==> config.mk <==
export PLATFORM = sky130hd
export DESIGN_NAME = trigger_timer
export DESIGN_NICKNAME = d
export VERILOG_FILES = /design/src/rtl/trigger_timer.sv
export SDC_FILE = /design/constraint.sdc
export NUM_CORES = 1
export LEC_CHECK = 0
export ABC_AREA = 1
export CAP_MARGIN = 20
export CELL_PAD_IN_SITES_DETAIL_PLACEMENT = 0
export CELL_PAD_IN_SITES_GLOBAL_PLACEMENT = 1
export CORE_MARGIN = 3
export CORE_UTILIZATION = 39
export CTS_CLUSTER_SIZE = 14
export DETAILED_ROUTE_END_ITERATION = 10
export PLACE_DENSITY = 0.84
export SYNTH_ARGS = -nofsm -noshare
export SYNTH_HDL_FRONTEND = slang
export SYNTH_SLANG_ARGS = --single-unit
==> constraint.sdc <==
create_clock -name clk -period 3.2 [get_ports clk]
set_input_delay 0.64 -clock clk [delete_from_list [all_inputs] [get_ports clk]]
set_output_delay 0.64 -clock clk [all_outputs]
set_load 0.01 [all_outputs]
==> src/rtl/trigger_timer.sv <==
// Arm-and-fire trigger: after en, watch masked din lines for a filtered trigger level and
// report the firing channel(s) with the elapsed ARMED cycle count, or report a timeout.
module trigger_timer #(
  parameter int   CHANNELS   = 4,
  parameter int   CNT_W      = 32,
  parameter int   FILTER     = 1,
  parameter logic TRIG_LEVEL = 1'b0,
  localparam int  HC_W       = (CHANNELS > 1) ? $clog2(CHANNELS) : 1
) (
  input  logic                clk,
  input  logic                rst,
  input  logic                en,
  input  logic [CHANNELS-1:0] mask,
  input  logic [CNT_W-1:0]    timeout,
  input  logic [CHANNELS-1:0] din,
  output logic                busy,
  output logic                valid,
  output logic                timed_out,
  output logic [CHANNELS-1:0] hit_mask,
  output logic [HC_W-1:0]     hit_chan,
  output logic [CNT_W-1:0]    count
);

  localparam int FLT_W = $clog2(FILTER + 1);
  localparam logic [FLT_W-1:0] FLT_LAST = FLT_W'(FILTER - 1);
  localparam logic [FLT_W-1:0] FLT_FULL = FLT_W'(FILTER);

  typedef enum logic {IDLE, ARMED} state_e;

  state_e              state_q, state_d;
  logic [CHANNELS-1:0] mask_l_q, mask_l_d;
  logic [CNT_W-1:0]    timeout_l_q, timeout_l_d;
  logic [CNT_W-1:0]    cnt_q, cnt_d;
  logic [FLT_W-1:0]    flt_q [CHANNELS];
  logic [FLT_W-1:0]    flt_d [CHANNELS];
  logic                valid_q, valid_d;
  logic                timed_out_q, timed_out_d;
  logic [CHANNELS-1:0] hit_mask_q, hit_mask_d;
  logic [HC_W-1:0]     hit_chan_q, hit_chan_d;
  logic [CNT_W-1:0]    count_q, count_d;
  logic [CHANNELS-1:0] match, qual;
  logic [HC_W-1:0]     low_idx;

  always_comb begin
    state_d     = state_q;
    mask_l_d    = mask_l_q;
    timeout_l_d = timeout_l_q;
    cnt_d       = cnt_q;
    flt_d       = flt_q;
    valid_d     = 1'b0;
    timed_out_d = 1'b0;
    hit_mask_d  = hit_mask_q;
    hit_chan_d  = hit_chan_q;
    count_d     = count_q;
    match       = '0;
    qual        = '0;
    low_idx     = '0;

    for (int i = 0; i < CHANNELS; i++) begin
      match[i] = mask_l_q[i] && (din[i] == TRIG_LEVEL);
      qual[i]  = match[i] && (flt_q[i] == FLT_LAST);
    end
    for (int i = CHANNELS - 1; i >= 0; i--) begin
      if (qual[i]) low_idx = HC_W'(i);
    end

    // Arming wins over any hit or timeout on the same edge, and issues no pulse.
    if (en) begin
      state_d     = ARMED;
      mask_l_d    = mask;
      timeout_l_d = timeout;
      cnt_d       = '0;
      for (int i = 0; i < CHANNELS; i++) flt_d[i] = '0;
    end else if (state_q == ARMED) begin
      for (int i = 0; i < CHANNELS; i++) begin
        if (!match[i])                flt_d[i] = '0;
        else if (flt_q[i] != FLT_FULL) flt_d[i] = flt_q[i] + FLT_W'(1);
      end
      if (|qual) begin
        valid_d    = 1'b1;
        hit_mask_d = qual;
        hit_chan_d = low_idx;
        count_d    = cnt_q;
        state_d    = IDLE;
      end else if ((timeout_l_q != '0) && (cnt_q == timeout_l_q - CNT_W'(1))) begin
        timed_out_d = 1'b1;
        count_d     = timeout_l_q;
        hit_mask_d  = '0;
        state_d     = IDLE;
      end else if (cnt_q != '1) begin
        cnt_d = cnt_q + CNT_W'(1);
      end
    end
  end

  always_ff @(posedge clk) begin
    if (rst) begin
      state_q     <= IDLE;
      mask_l_q    <= '0;
      timeout_l_q <= '0;
      cnt_q       <= '0;
      for (int i = 0; i < CHANNELS; i++) flt_q[i] <= '0;
      valid_q     <= 1'b0;
      timed_out_q <= 1'b0;
      hit_mask_q  <= '0;
      hit_chan_q  <= '0;
      count_q     <= '0;
    end else begin
      state_q     <= state_d;
      mask_l_q    <= mask_l_d;
      timeout_l_q <= timeout_l_d;
      cnt_q       <= cnt_d;
      flt_q       <= flt_d;
      valid_q     <= valid_d;
      timed_out_q <= timed_out_d;
      hit_mask_q  <= hit_mask_d;
      hit_chan_q  <= hit_chan_d;
      count_q     <= count_d;
    end
  end

  assign busy      = (state_q == ARMED);
  assign valid     = valid_q;
  assign timed_out = timed_out_q;
  assign hit_mask  = hit_mask_q;
  assign hit_chan  = hit_chan_q;
  assign count     = count_q;

endmodule

* Word level (Yosys, flattened, before mapping)
Index checks and enable logic that the tools add are counted.
** Cells by class
- $add $sub $neg :: 6
- Equality and inequality tests :: 2
- Multiplexer cells :: 22
- Bitwise operators :: 12
- Reductions and logical operators :: 18
** Operators by type and width (count)
- two-way mux 32 bit :: 2
- adder 32 x 1 -> 32 bit (second input constant) :: 1
- equality test 32 bit :: 1
- inequality test 32 bit (second input constant) :: 1
- nonzero test 32 bit :: 1
- subtractor 32 x 1 -> 32 bit (second input constant) :: 1
- two-way mux 1 bit :: 14
- inverter 1 bit :: 12
- logical AND 1 bit :: 9
- two-way mux 2 bit :: 4
- two-way mux 4 bit :: 2
- OR reduction 7 bit :: 1
- AND reduction 3 bit :: 2
- adder 1 bit (second input constant) :: 4
- AND reduction 4 bit :: 1
- OR reduction 4 bit :: 1
- OR reduction 3 bit :: 1
- nonzero test 2 bit :: 1
- OR reduction 2 bit :: 1
** Word-level totals
- Flip-flop bits (word level) :: 113
- Input bits :: 43
- Output and inout port bits :: 41
- Logic and storage cells :: 73

* Logic depth before layout (Yosys ltp)
- Depth after elaboration :: 7
- Gate-level depth with buffers :: 22
- Gate-level depth less buffers :: 20

* Worst setup path before layout
No wires, ideal clock.
- Path kind :: reg2reg
- Start :: reg timeout_l_q[0]
- End :: reg count_q[0] (netlist: count[0])
- Library setup time :: 0.113 ns
- Data arrival time :: 2.240 ns
- Required time :: 3.087 ns
- Setup slack :: 0.847 ns
- Cell stages (with the launch flop) :: 20
- Path buffers :: 2
- Period minus slack after synthesis :: 2.353 ns
- Cells stage by stage :: dfxtp_1 -> inv_1 -> ha_1 -> nand2_2 -> nor2_4 -> nand2_2 -> o21ai_1 -> nand2_1 -> nand2_1 -> nand2_1 -> nor2_1 -> nand2_1 -> nor2_1 -> nand2_2 -> nand2_4 -> nand2_2 -> buf_6 -> buf_2 -> nor2_1 -> nor2_1
** On the way
- Longest elaborated chain between the ends :: 5
- Elaborated cells on any way between the ends :: 8
- Classes of those cells :: add/sub (1); eq/ne (1); mux (2); reduce/logical (4)
** RTL lines
- start: declaration :: line 32 : logic [CNT_W-1:0] timeout_l_q, timeout_l_d;
- start signal: assignment :: line 111 : timeout_l_q <= timeout_l_d;
- subtractor 32 x 1 -> 32 bit :: line 85 : end else if ((timeout_l_q != '0) && (cnt_q == timeout_l_q - CNT_W'(1))) begin
- equality test 32 bit :: line 85
- logical AND 1 bit :: line 85
- nonzero test 2 bit (no line)
- AND reduction 3 bit (no line)
- end signal: assignment :: line 118 : count_q <= count_d;
- end: declaration :: line 40 : logic [CNT_W-1:0] count_q, count_d;
Several ways; a longest one is shown, not always the timed one. The select of a mux whose other input is x is not followed.
A chain may end at the register's enable or synchronous reset.

* Worst setup path in the final report
- Start :: reg timeout_l_q[0]
- End :: reg count_q[3] (netlist: count[3])
** On the way
- Longest elaborated chain between the ends :: 5
- Elaborated cells on any way between the ends :: 6
- Classes of those cells :: add/sub (1); eq/ne (1); reduce/logical (4)
** RTL lines (line)
- subtractor 32 x 1 -> 32 bit :: 85
- equality test 32 bit :: 85
- logical AND 1 bit * :: 85
- nonzero test 2 bit (no line) *
- AND reduction 3 bit (no line) *
Every way passes the cells marked *; elsewhere a longest branch is shown, timed or not.

==> summary.txt <==
headroom to the max-slew limit -> 50.3%
CP bufs+invs -> 2
cts hold-fix bufs -> 0
Mapped Avg Cell Area -> 6.06 um^2
R2R depth -> 18
Final Wtd Congestion -> 0.932
sequential area share after synthesis -> 32.9%
setup_tns -> 0 ps
CP most frequent cell -> nand2_1
Worst Setup End Kind -> register
Slew Limit Fails -> 0
Area Overhead vs Synth -> 25.0%
RSZ-0062 raised after global routing -> no
hold crit path type -> register to register
CTS Buffer Depth -> 2
met1 Usage GRT -> 31.2%
Crit path required time -> 3560 ps
Worst-path clk slew -> 60 ps
Worst Path Arrival -> 3200 ps
Routed Antenna Nets -> 0
commonest non-fill, non-tap cells in the layout -> nand2_1 (304), nor2_1 (202), inv_1 (116)
Syn Nets -> 1182
Finished Cell Area -> 0.00860 mm^2
met3 usage -> 4.86%
Die Y -> 139 um
H-tree Lvls -> 4
switching power share of the total -> 28.8%
Post-Syn Area -> 0.00688 mm^2
delay-heaviest family, CP -> simple AND/OR/NAND/NOR gates
Synth area leaders -> dfxtp_1 (33%), nand2_1 (17%), nor2_1 (11%), inv_1 (6.3%), o21ai_0 (5.7%)
Hold Path Depth -> 2
yosys warns -> 0
CP max stage delay -> 440 ps
Distinct cells, synth -> 27
most common cell after layout, fill and taps aside -> nand2_1
max-cap viol count -> 0
root buffer cell -> clkbuf_16
GR Overflow Total -> 0
Clk pwr share -> 47.1%
final WL -> 21.8 mm
DRC viols -> 0
Max Fclk -> 0.352 GHz
critical path class -> register to register
CTS sink count -> 113
initial antenna violation count -> 0
register share of total power -> 37.5%
Internal Power -> 0.00289 W
first-pass GRT wire length -> 35.4 mm
critical path peak fanout -> 66
areal power density over the cells -> 472 mW/mm^2
part of the power in combinational logic -> 15.4%
Die ar. -> 0.0193 mm^2
Psw -> 0.00117 W
Final Hold Fails -> 0
status -> completed
Core Box Area -> 0.0169 mm^2
Post-Synthesis Cells -> 1136
# IOs -> 84
Post-DP HPWL -> 16.5 mm
Buffers on Ports -> 83
LEAKAGE -> 3.73 nW
die width -> 139 um
GRT Util Overall -> 22.7%
GR peak layer -> met2
largest net degree at the start of global routing -> 67
M2 GR Usage -> 36.1%
DP Area -> 0.00801 mm^2
layout cell share with drive strength beyond 1 -> 6.61%
Design Power -> 0.00406 W
number of synthesized register bits -> 113
Yosys top cell by area -> dfxtp_1
CP Cell Sequence -> inv_1, nand3_1, nor2_2, nand2_1, o21ai_1, nand2_1, nand2_1, nand2_1, nor2_1, nand2_1, nor2_1, nand2_2, nand2_4, nand2_2, buf_12, nand2_1, nand2_1, nor2_1
starting DRC count in detailed routing -> 540
vias in the first global route -> 6746
Vias/cell -> 5.02
Tmin final -> 2840 ps
CTS tree -> built
top-area cell type share of the netlist area -> 32.9%
Starting Density -> 40.6%
worst slew pin tran -> 738 ps
# nets final -> 1258
Clock Latency Late Sink -> 430 ps
fin crit share -> 88.9%
number of setup buffers added after CTS -> 0
post-CTS sizing -> 0
VDD IR-drop max -> 377 uV
Diodes inserted -> 0
DRT Pass-1 Iters -> 5
CP Depth -> 18
Placement Rows -> 47
CTS buffer count -> 17
startpoint types -> register
CP max-delay cell -> nor2_2
via count -> 7256
clk_skew -> 15.5 ps
Setup-failing EPs final -> 0
drt wl/cell -> 15.1 um
final cells by class:
type	instances	area, um^2
clock buffer	20	457
clock inverter	12	131
fill	1766	8340
inverter	123	462
multi-input combinational	845	3930
sequential	113	2260
tap	220	275
timing repair buffer	112	1090
flip-flops by register name, summed over array words and instances, names as in the netlist:
name / cells
cnt_q: 32
count: 32
timeout_l_q: 32
flt_q: 4
hit_mask: 4
mask_l_q: 4
hit_chan: 2
busy: 1
timed_out: 1
valid: 1
worst min-delay path, cell delays in order, from the launching register on:
cell and delay (ps):
dfxtp_1 310, nand2_1 60, a21oi_1 50
per-layer routing:
| layer | up-vias | part of all wire [%] |
|---|---|---|
| met5 | - | 0 |
| met2 | 183 | 46 |
| met3 | 15 | 5.9 |
| met1 | 3293 | 47 |
| li1 | 3765 | - |
| met4 | 0 | 1.5 |
cells by family after synthesis:
logic type,after synthesis,share of synthesized area [%]
simple gates,636,38.6
flops,113,32.9
xor+xnor,48,6.11
fa+ha+maj,3,0.546
buf+inv,178,10.2
compound gates,158,11.6
stage by stage:
stage                     instances  utilization, %  hold WS (ps)  setup WS, ps
final                          1445            50.8           464           357
after global routing           1445            50.8           493          1.41
after CTS                      1445            50.8           469           386
after detailed placement       1413            47.3           461           327
after global placement         1413            47.3           457           378
after floorplan                1136               -           454           847
cells in the mapped netlist:
cell,instances
nor2_1,203
inv_2,4
nor4_1,11
buf_6,3
nor2_4,1
a21oi_1,69
o21ai_0,79
nand3_1,40
o21bai_1,3
clkinv_1,3
a211oi_1,1
clkbuf_1,42
nand2_1,304
dfxtp_1,113
nor3_1,14
buf_2,10
inv_1,116
and2_1,2
nand4_1,45
nand2_4,1
nand2_2,5
nand3b_1,4
o21ai_1,6
ha_1,3
xnor2_1,9
xor2_1,39
nor2_2,6
final timing paths:
check	startpoint	endpoint	slack, ps
max	timeout_l_q[0]	count[3]	360
min	hit_chan[0]	hit_chan[0]	460
max reg2reg	timeout_l_q[0]	count[3]	360
min reg2reg	hit_chan[0]	hit_chan[0]	460
power groups by stage:
stage / combinational, W / clock (W) / sequential, W
floorplan: 0.000387 / 0 / 0.00155
finish: 0.000626 / 0.00191 / 0.00152
global route: 0.000708 / 0.00200 / 0.00153
global placement: 0.000621 / 0 / 0.00155
detailed placement: 0.000623 / 0 / 0.00155
CTS: 0.000628 / 0.00194 / 0.00152
(Power assumes the default switching activity.)
